`config.mk`:
```
export PLATFORM = sky130hd
export DESIGN_NAME = instr_issuer
export DESIGN_NICKNAME = d
export VERILOG_FILES = /design/src/rtl/instr_issuer.sv
export SDC_FILE = /design/constraint.sdc
export NUM_CORES = 1
export LEC_CHECK = 0
export CAP_MARGIN = 20
export CORE_MARGIN = 4
export CORE_UTILIZATION = 45
export DETAILED_ROUTE_END_ITERATION = 6
export PLACE_DENSITY = 0.74
export SYNTH_ARGS = -nofsm -noshare
export SYNTH_HDL_FRONTEND = slang
export SYNTH_SLANG_ARGS = --single-unit
```
`constraint.sdc`:
```
create_clock -name clk -period 4.3 [get_ports clk]
set_clock_uncertainty 0.2 [all_clocks]
set_input_delay 1.075 -clock clk [delete_from_list [all_inputs] [get_ports clk]]
set_output_delay 1.075 -clock clk [all_outputs]
set_load 0.05 [all_outputs]
```
`src/rtl/instr_issuer.sv`:
```
// Instruction-side initiator for simple_cpu: replays a small program store onto the
// CPU instruction port, holding each word for the CU cycle count of its class.
module instr_issuer #(
  parameter int INSTR_WIDTH    = 20,
  parameter int PROG_ADDR_BITS = 4,
  parameter int CNT_WIDTH      = 8
) (
  input  logic                      clk,
  input  logic                      rst,
  input  logic                      load_en,
  input  logic [PROG_ADDR_BITS-1:0] load_addr,
  input  logic [INSTR_WIDTH-1:0]    load_data,
  input  logic                      start,
  output logic [INSTR_WIDTH-1:0]    instr_out,
  output logic [PROG_ADDR_BITS-1:0] pc,
  output logic                      busy,
  output logic                      done,
  output logic [CNT_WIDTH-1:0]      retired
);

  localparam int DEPTH  = 2 ** PROG_ADDR_BITS;
  localparam int HOLD_W = 3;

  typedef enum logic [1:0] {
    S_IDLE  = 2'd0,
    S_PRIME = 2'd1,
    S_ISSUE = 2'd2,
    S_DONE  = 2'd3
  } state_t;

  state_t                    state_q, state_d;
  logic [INSTR_WIDTH-1:0]    instr_q, instr_d;
  logic [PROG_ADDR_BITS-1:0] pc_q, pc_d;
  logic [HOLD_W-1:0]         hold_q, hold_d;
  logic [CNT_WIDTH-1:0]      retired_q, retired_d;

  logic [INSTR_WIDTH-1:0]    mem [DEPTH];

  logic                      accept_cmd;
  logic                      wr_en;
  logic [INSTR_WIDTH-1:0]    first_instr;
  logic [PROG_ADDR_BITS-1:0] next_addr;
  logic [INSTR_WIDTH-1:0]    next_instr;
  logic                      last_pc;

  // Hold length in edges per class; HALT (00) is never issued.
  function automatic logic [HOLD_W-1:0] hold_len(input logic [INSTR_WIDTH-1:0] instr);
    logic [HOLD_W-1:0] len;
    unique case (instr[INSTR_WIDTH-1 -: 2])
      2'b01:   len = HOLD_W'(3);
      2'b10:   len = HOLD_W'(4);
      2'b11:   len = HOLD_W'(3);
      default: len = '0;
    endcase
    return len;
  endfunction

  function automatic logic is_halt(input logic [INSTR_WIDTH-1:0] instr);
    return instr[INSTR_WIDTH-1 -: 2] == 2'b00;
  endfunction

  always_ff @(posedge clk) begin
    if (wr_en) begin
      mem[load_addr] <= load_data;
    end
  end

  always_comb begin
    accept_cmd  = (state_q == S_IDLE) || (state_q == S_DONE);
    wr_en       = load_en && accept_cmd;
    // A same-edge write to address 0 must be visible to the start it races with.
    first_instr = (wr_en && (load_addr == '0)) ? load_data : mem[0];
    next_addr   = pc_q + PROG_ADDR_BITS'(1);
    next_instr  = mem[next_addr];
    last_pc     = &pc_q;
  end

  always_comb begin
    state_d   = state_q;
    instr_d   = instr_q;
    pc_d      = pc_q;
    hold_d    = hold_q;
    retired_d = retired_q;

    unique case (state_q)
      S_IDLE, S_DONE: begin
        if (start) begin
          pc_d      = '0;
          retired_d = '0;
          if (is_halt(first_instr)) begin
            state_d = S_DONE;
            instr_d = '0;
            hold_d  = '0;
          end else begin
            state_d = S_PRIME;
            instr_d = first_instr;
            hold_d  = hold_len(first_instr) + HOLD_W'(1);
          end
        end
      end

      S_PRIME, S_ISSUE: begin
        hold_d = hold_q - HOLD_W'(1);
        if (hold_q == HOLD_W'(1)) begin
          retired_d = (&retired_q) ? retired_q : retired_q + CNT_WIDTH'(1);
          if (last_pc || is_halt(next_instr)) begin
            state_d = S_DONE;
            instr_d = '0;
            hold_d  = '0;
          end else begin
            state_d = S_ISSUE;
            pc_d    = next_addr;
            instr_d = next_instr;
            hold_d  = hold_len(next_instr);
          end
        end
      end

      default: begin
        state_d = S_IDLE;
      end
    endcase
  end

  always_ff @(posedge clk or negedge rst) begin
    if (!rst) begin
      state_q   <= S_IDLE;
      instr_q   <= '0;
      pc_q      <= '0;
      hold_q    <= '0;
      retired_q <= '0;
    end else begin
      state_q   <= state_d;
      instr_q   <= instr_d;
      pc_q      <= pc_d;
      hold_q    <= hold_d;
      retired_q <= retired_d;
    end
  end

  assign instr_out = instr_q;
  assign pc        = pc_q;
  assign retired   = retired_q;
  assign busy      = (state_q == S_PRIME) || (state_q == S_ISSUE);
  assign done      = (state_q == S_DONE);

endmodule

```
# Yosys cells after proc, flatten, opt, wreduce, memory -nomap -nowiden

Memories as Yosys holds them, arrays and structs flattened.
Cells that the tools add are included.

$add $sub $neg: 4
Equal/unequal tests: 14
Mux-type cells: 31
Reduce and logical (&&, ||, !) cells: 18

Operators by type and width:

| kind                | count |
|---|---|
| $mux 20             | 5 |
| $pmux 20 s2         | 1 |
| $mux 8              | 3 |
| $mux 3              | 7 |
| $pmux 3 s2          | 3 |
| $pmux 8 s2          | 1 |
| $eq 2x2->1 const B  | 6 |
| $mux 4              | 3 |
| $add 8x1->8 const B | 1 |
| $ne 2x2->1 const B  | 4 |
| $pmux 4 s2          | 1 |
| $reduce_and 8->1    | 1 |
| $reduce_or 2->1     | 4 |
| $eq 2x1->1 const B  | 3 |
| $logic_not 2->1     | 3 |
| $mux 2              | 3 |
| $reduce_and 3->1    | 2 |
| $add 4x1->4 const B | 1 |
| $logic_not 4->1     | 1 |
| $pmux 2 s2          | 1 |
| $reduce_and 4->1    | 1 |
| $add 3x1->3 const B | 1 |
| $eq 3x1->1 const B  | 1 |
| $logic_or 1x1->1    | 3 |
| 4 further kinds     | 7 |

Flip-flop bits (word level): 37
Bits in writable memories: 320
Input bits: 28
Output and inout bits: 34
Word-level logic and storage cells: 73
Memories kept: 1

Memory list:

| memory | depth | width | rd ports | clocked after memory_dff | wr ports | RTL line | text |
|---|---|---|---|---|---|---|---|
| mem    | 16    | 20    | 2        | 0                        | 1        | 37       | `logic [INSTR_WIDTH-1:0] mem [DEPTH];` |

# Logic depth before layout (Yosys ltp)

Depth after elaboration: 15
Gate-level depth with buffers: 10
Gate-level depth less buffers: 8

# Worst setup path before layout

OpenSTA, ideal clock, no wires.

Path kind: register -> register
Start: reg state_q[0]
End: mem mem[1][0], enable pin
Library setup time: 0.422 ns
Arrival: 2.888 ns
Data required time: 3.678 ns
Setup slack: 0.789 ns
Cell stages (with the launch flop): 7
Buffers on the path: 1
Clock period less this slack: 3.511 ns
Path through: dfrtp_1 -> ha_1 -> clkbuf_1 -> nand2b_1 -> nor2_1 -> nand2_1 -> nor3_1

Cells in the longest elaborated chain, start to end: 5
Elaborated cells between the ends (all ways): 6
Classes of those cells: eq/ne: 1; mux: 2; reduce/logical: 3

RTL lines:

| item                                          | RTL line | text |
|---|---|---|
| from (decl)                                   | 31       | `state_t state_q, state_d;` |
| from (signal assigned)                        | 133      | `state_q <= state_d;` |
| $eq 2x2->1 or $logic_not 2->1 (tied branches) | 69       | `accept_cmd = (state_q == S_IDLE) \|\| (state_q == S_DONE);` |
| $logic_or 1x1->1 *                            | 69       |  |
| $logic_and 1x1->1 *                           | 70       | `wr_en = load_en && accept_cmd;` |
| $mux 1 *                                      | 63       | `if (wr_en) begin` |
| $mux 1 (implied by the code) *                | 64       | `mem[load_addr] <= load_data;` |
| to (decl)                                     | 37       |  |

Every way passes the cells marked *; elsewhere a longest branch is shown, timed or not.

# Worst setup path after layout

Start: in load_addr[1]
End: reg instr_q[1], in the netlist instr_out[1]

Cells in the longest elaborated chain, start to end: 7

RTL lines:

| item                 | RTL line | text |
|---|---|---|
| from (decl)          | 11       | `input logic [PROG_ADDR_BITS-1:0] load_addr,` |
| $logic_not 4->1 *    | 72       | `first_instr = (wr_en && (load_addr == '0)) ? load_data : mem[0];` |
| $logic_and 1x1->1 *  | 72       |  |
| $mux 20 *            | 72       |  |
| $logic_not 2->1      | 59       | `return instr[INSTR_WIDTH-1 -: 2] == 2'b00;` |
| $mux 20 *            | 90       | `if (is_halt(first_instr)) begin` |
| $mux 20 *            | 87       | `if (start) begin` |
| $pmux 20 s2 *        | 85       | `unique case (state_q)` |
| to (signal assigned) | 134      | `instr_q <= instr_d;` |
| to (decl)            | 32       | `logic [INSTR_WIDTH-1:0] instr_q, instr_d;` |

Every way passes the cells marked *; elsewhere a longest branch is shown, timed or not. The select of a mux whose other input is x is not followed.
A chain may end at the register's enable or synchronous reset.

==> summary.txt <==
Outcome
  • Outcome: finished, final reports clean

Layout
  • Share of cells above drive strength 1: 21.9%
  • Fin nets: 918
  • Layout Utilization: a little over half
  • Synth-to-layout area growth: 17.1%
  • N_diodes: 0
  • Post-Layout Cell Count: ~1300

Synth
  • Library cells used by synthesis: 40
  • Syn avg cell area: 18.0 um^2
  • Synth top area cells: edfxtp_1, mux4_2, dfrtp_1, nand2_1, mux2i_1
  • Most used DFF post-synth: edfxtp_1
  • Warnings, synthesis: 0
  • Mapped Cells: 792
  • Yosys reg bits: 357
  • Synth area leader: edfxtp_1
  • Syn nets: about 830
  • Syn Std Cell Area: 0.0142 mm^2
  • Count leader, synth: edfxtp_1
  • Top post-synthesis cells by count: edfxtp_1, nand2_1, mux4_2
  • Top-area cell type share of the netlist area: 67.4%
  • Sequential area share after synthesis: 73.9%
  • Number of flops mapped to enable cells by yosys: 320
  • Asr flop ratio synth: about a tenth

Clocking
  • Clock-pin slew on the worst setup and hold paths: 0.06 ns
  • Clock tree buffer depth: 3
  • CTS tree: yes
  • TritonCTS Buffers: 36
  • H-tree depth: 2
  • Clk root buf: clkbuf_16
  • CTS resizes: 0
  • # clock sinks: roughly 360
  • Hold_buf cts: 0
  • Clock Latency Late Sink: 0.51 ns
  • Setup Buffers After CTS: 0

GRT
  • First-pass GRT wire length: between 40000 and 50000 um
  • GRT Total Usage: 18.4%
  • Vias in the first global route: approximately 7700
  • Initial antenna violation count: 0
  • Largest net degree at the start of global routing: 57
  • Overflow left after global routing: 0

Floorplanning
  • Initial Util: 46.1%
  • Die W: roughly 190 um
  • Die area: 0.0346 mm^2
  • Cell Rows: 64
  • Die Y-Extent: around 190 um
  • Core area: 0.0309 mm^2
  • I/O pin count: 62

Worst setup path
  • Worst stage delay on the critical path: about 0.66 ns
  • CP startpoint kind: input pin
  • Crit Path Class: input pin to register
  • Critical Path RT: 4.49 ns
  • Element type at the critical path end: register
  • Slowest CP cell: or4b_1
  • Worst path cell trace: clkdlybuf4s50_1, or4b_1, or3_1, mux2i_1, nand2_2, o221ai_1
  • Top delay family on crit path: simple AND/OR/NAND/NOR gates
  • Bufs and invs on worst path: 1
  • Data arrival, critical path: 3.65 ns
  • Worst-path maximum fanout: 19

Placed design
  • DP HPWL: 18100 um
  • Final Wtd Congestion: 0.812
  • Placed cells: roughly 1200
  • PortBufs: 61

Detailed routing
  • Drt total wl: 31100 um
  • Final ANT Viol Nets: 0
  • DRC Markers: 0
  • Vias per std cell: 5.86
  • 1st-iter DRT viols: between 700 and 800
  • First-pass DRT Iterations: 7
  • Avg WL per Cell: approximately 24 um
  • Via count: roughly 7700

STA
  • Slew Limit Fails: 0
  • RSZ-0062 raised after global routing: no
  • Fin crit period: 3.46 ns
  • Endpoints failing setup: 0
  • Slew HR: between 30% and 40%
  • Worst-margin pin slew: 1.01 ns
  • Fin crit share: ~80%
  • Final setup TNS: 0 ns
  • Hold Worst Slack: around 0.30 ns
  • Final-report hold violation count: 0
  • Top achievable clock speed: slightly below 300 MHz

Job
  • Max_cap viols: 0

Min path
  • Hold Path Class: register to register

Power
  • IR drop worst, VDD: 0.000330 V
  • PwrDens: 589 mW/mm^2
  • Leak: 5.65 nW
[worst paths after layout]
| kind | startpoint | end | slack, ns | cells past startpoint |
|---|---|---|---|---|
| max | load_addr[1] | instr_out[1] | 0.84 | 6 |
| min | state_q[0] | state_q[0] | 0.30 | 1 |
| max reg2reg | pc[0] | instr_out[1] | 1.00 | 7 |
| min reg2reg | state_q[0] | state_q[0] | 0.30 | 1 |
| max in group asynchronous | rst | pc[0] | 2.70 | 1 |
| min in group asynchronous | rst | instr_out[18] | 0.51 | 1 |
[power breakdown]
group          internal [W]  leakage, nW  switching (W)
clock               0.00178        0.573        0.00124
combinational       0.00107         1.73        0.00157
sequential          0.00402         3.35       0.000160
[stage by stage]
step	area, um^2	power [W]	setup WS (ns)
6_report	16700	0.00983	0.840
3_3_place_gp	15500	0.00685	0.493
2_1_floorplan	14200	0.00607	0.789
4_1_cts	16700	0.00992	0.853
5_1_grt	16700	0.0103	0.768
3_5_place_dp	15500	0.00690	0.355
[flip-flops by register name (all words and copies together) (netlist names)]
name / count
pc: 4
retired: 8
mem: 320
instr_out: 20
hold_q: 3
state_q: 2
[cell usage in the layout, fill, tap and decap left out, types with 4 or more instances in the layout]
cell type and instances:
mux4_2 81, nand2b_1 5, nand2_1 122, clkbuf_1 4, dfrtp_1 36, nor2_2 12, edfxtp_1 320, buf_4 38
a21oi_1 4, inv_1 6, clkdlybuf4s50_1 60, mux2i_1 24, clkbuf_8 5, clkinv_2 10, xor2_1 5, ha_1 4
clkbuf_16 37, o21ai_0 21, o221ai_1 18, nand3_1 32, nor2_1 14
[layer usage]
metal  wire length [um]  up-vias  track usage, %
li1                   -     3306               -
met1              12900     3943            26.5
met2              14800      345            28.7
met3               2480       57            3.52
met4                892        0            5.80
met5                  0        -               0
[cells by family after synthesis]
| group | share of synthesized area, % |
|---|---|
| AO/OA/AOI/OAI | 2.65 |
| adder cells (fa/ha/maj) | 0.439 |
| buffers and inverters | 1.58 |
| AND/OR/NAND/NOR | 6.32 |
| XOR/XNOR | 0.492 |
| flip-flops | 73.9 |
| multiplexers | 14.6 |
[final cells by class]
class,instances,area (um^2)
inverter,7,26.3
fill,2370,14200
tap,396,495
multi-input combinational,384,3580
clock buffer,46,1010
sequential,357,10500
timing repair buffer,99,891
clock inverter,17,138
No activity file was read; power rests on OpenSTA's default activity.
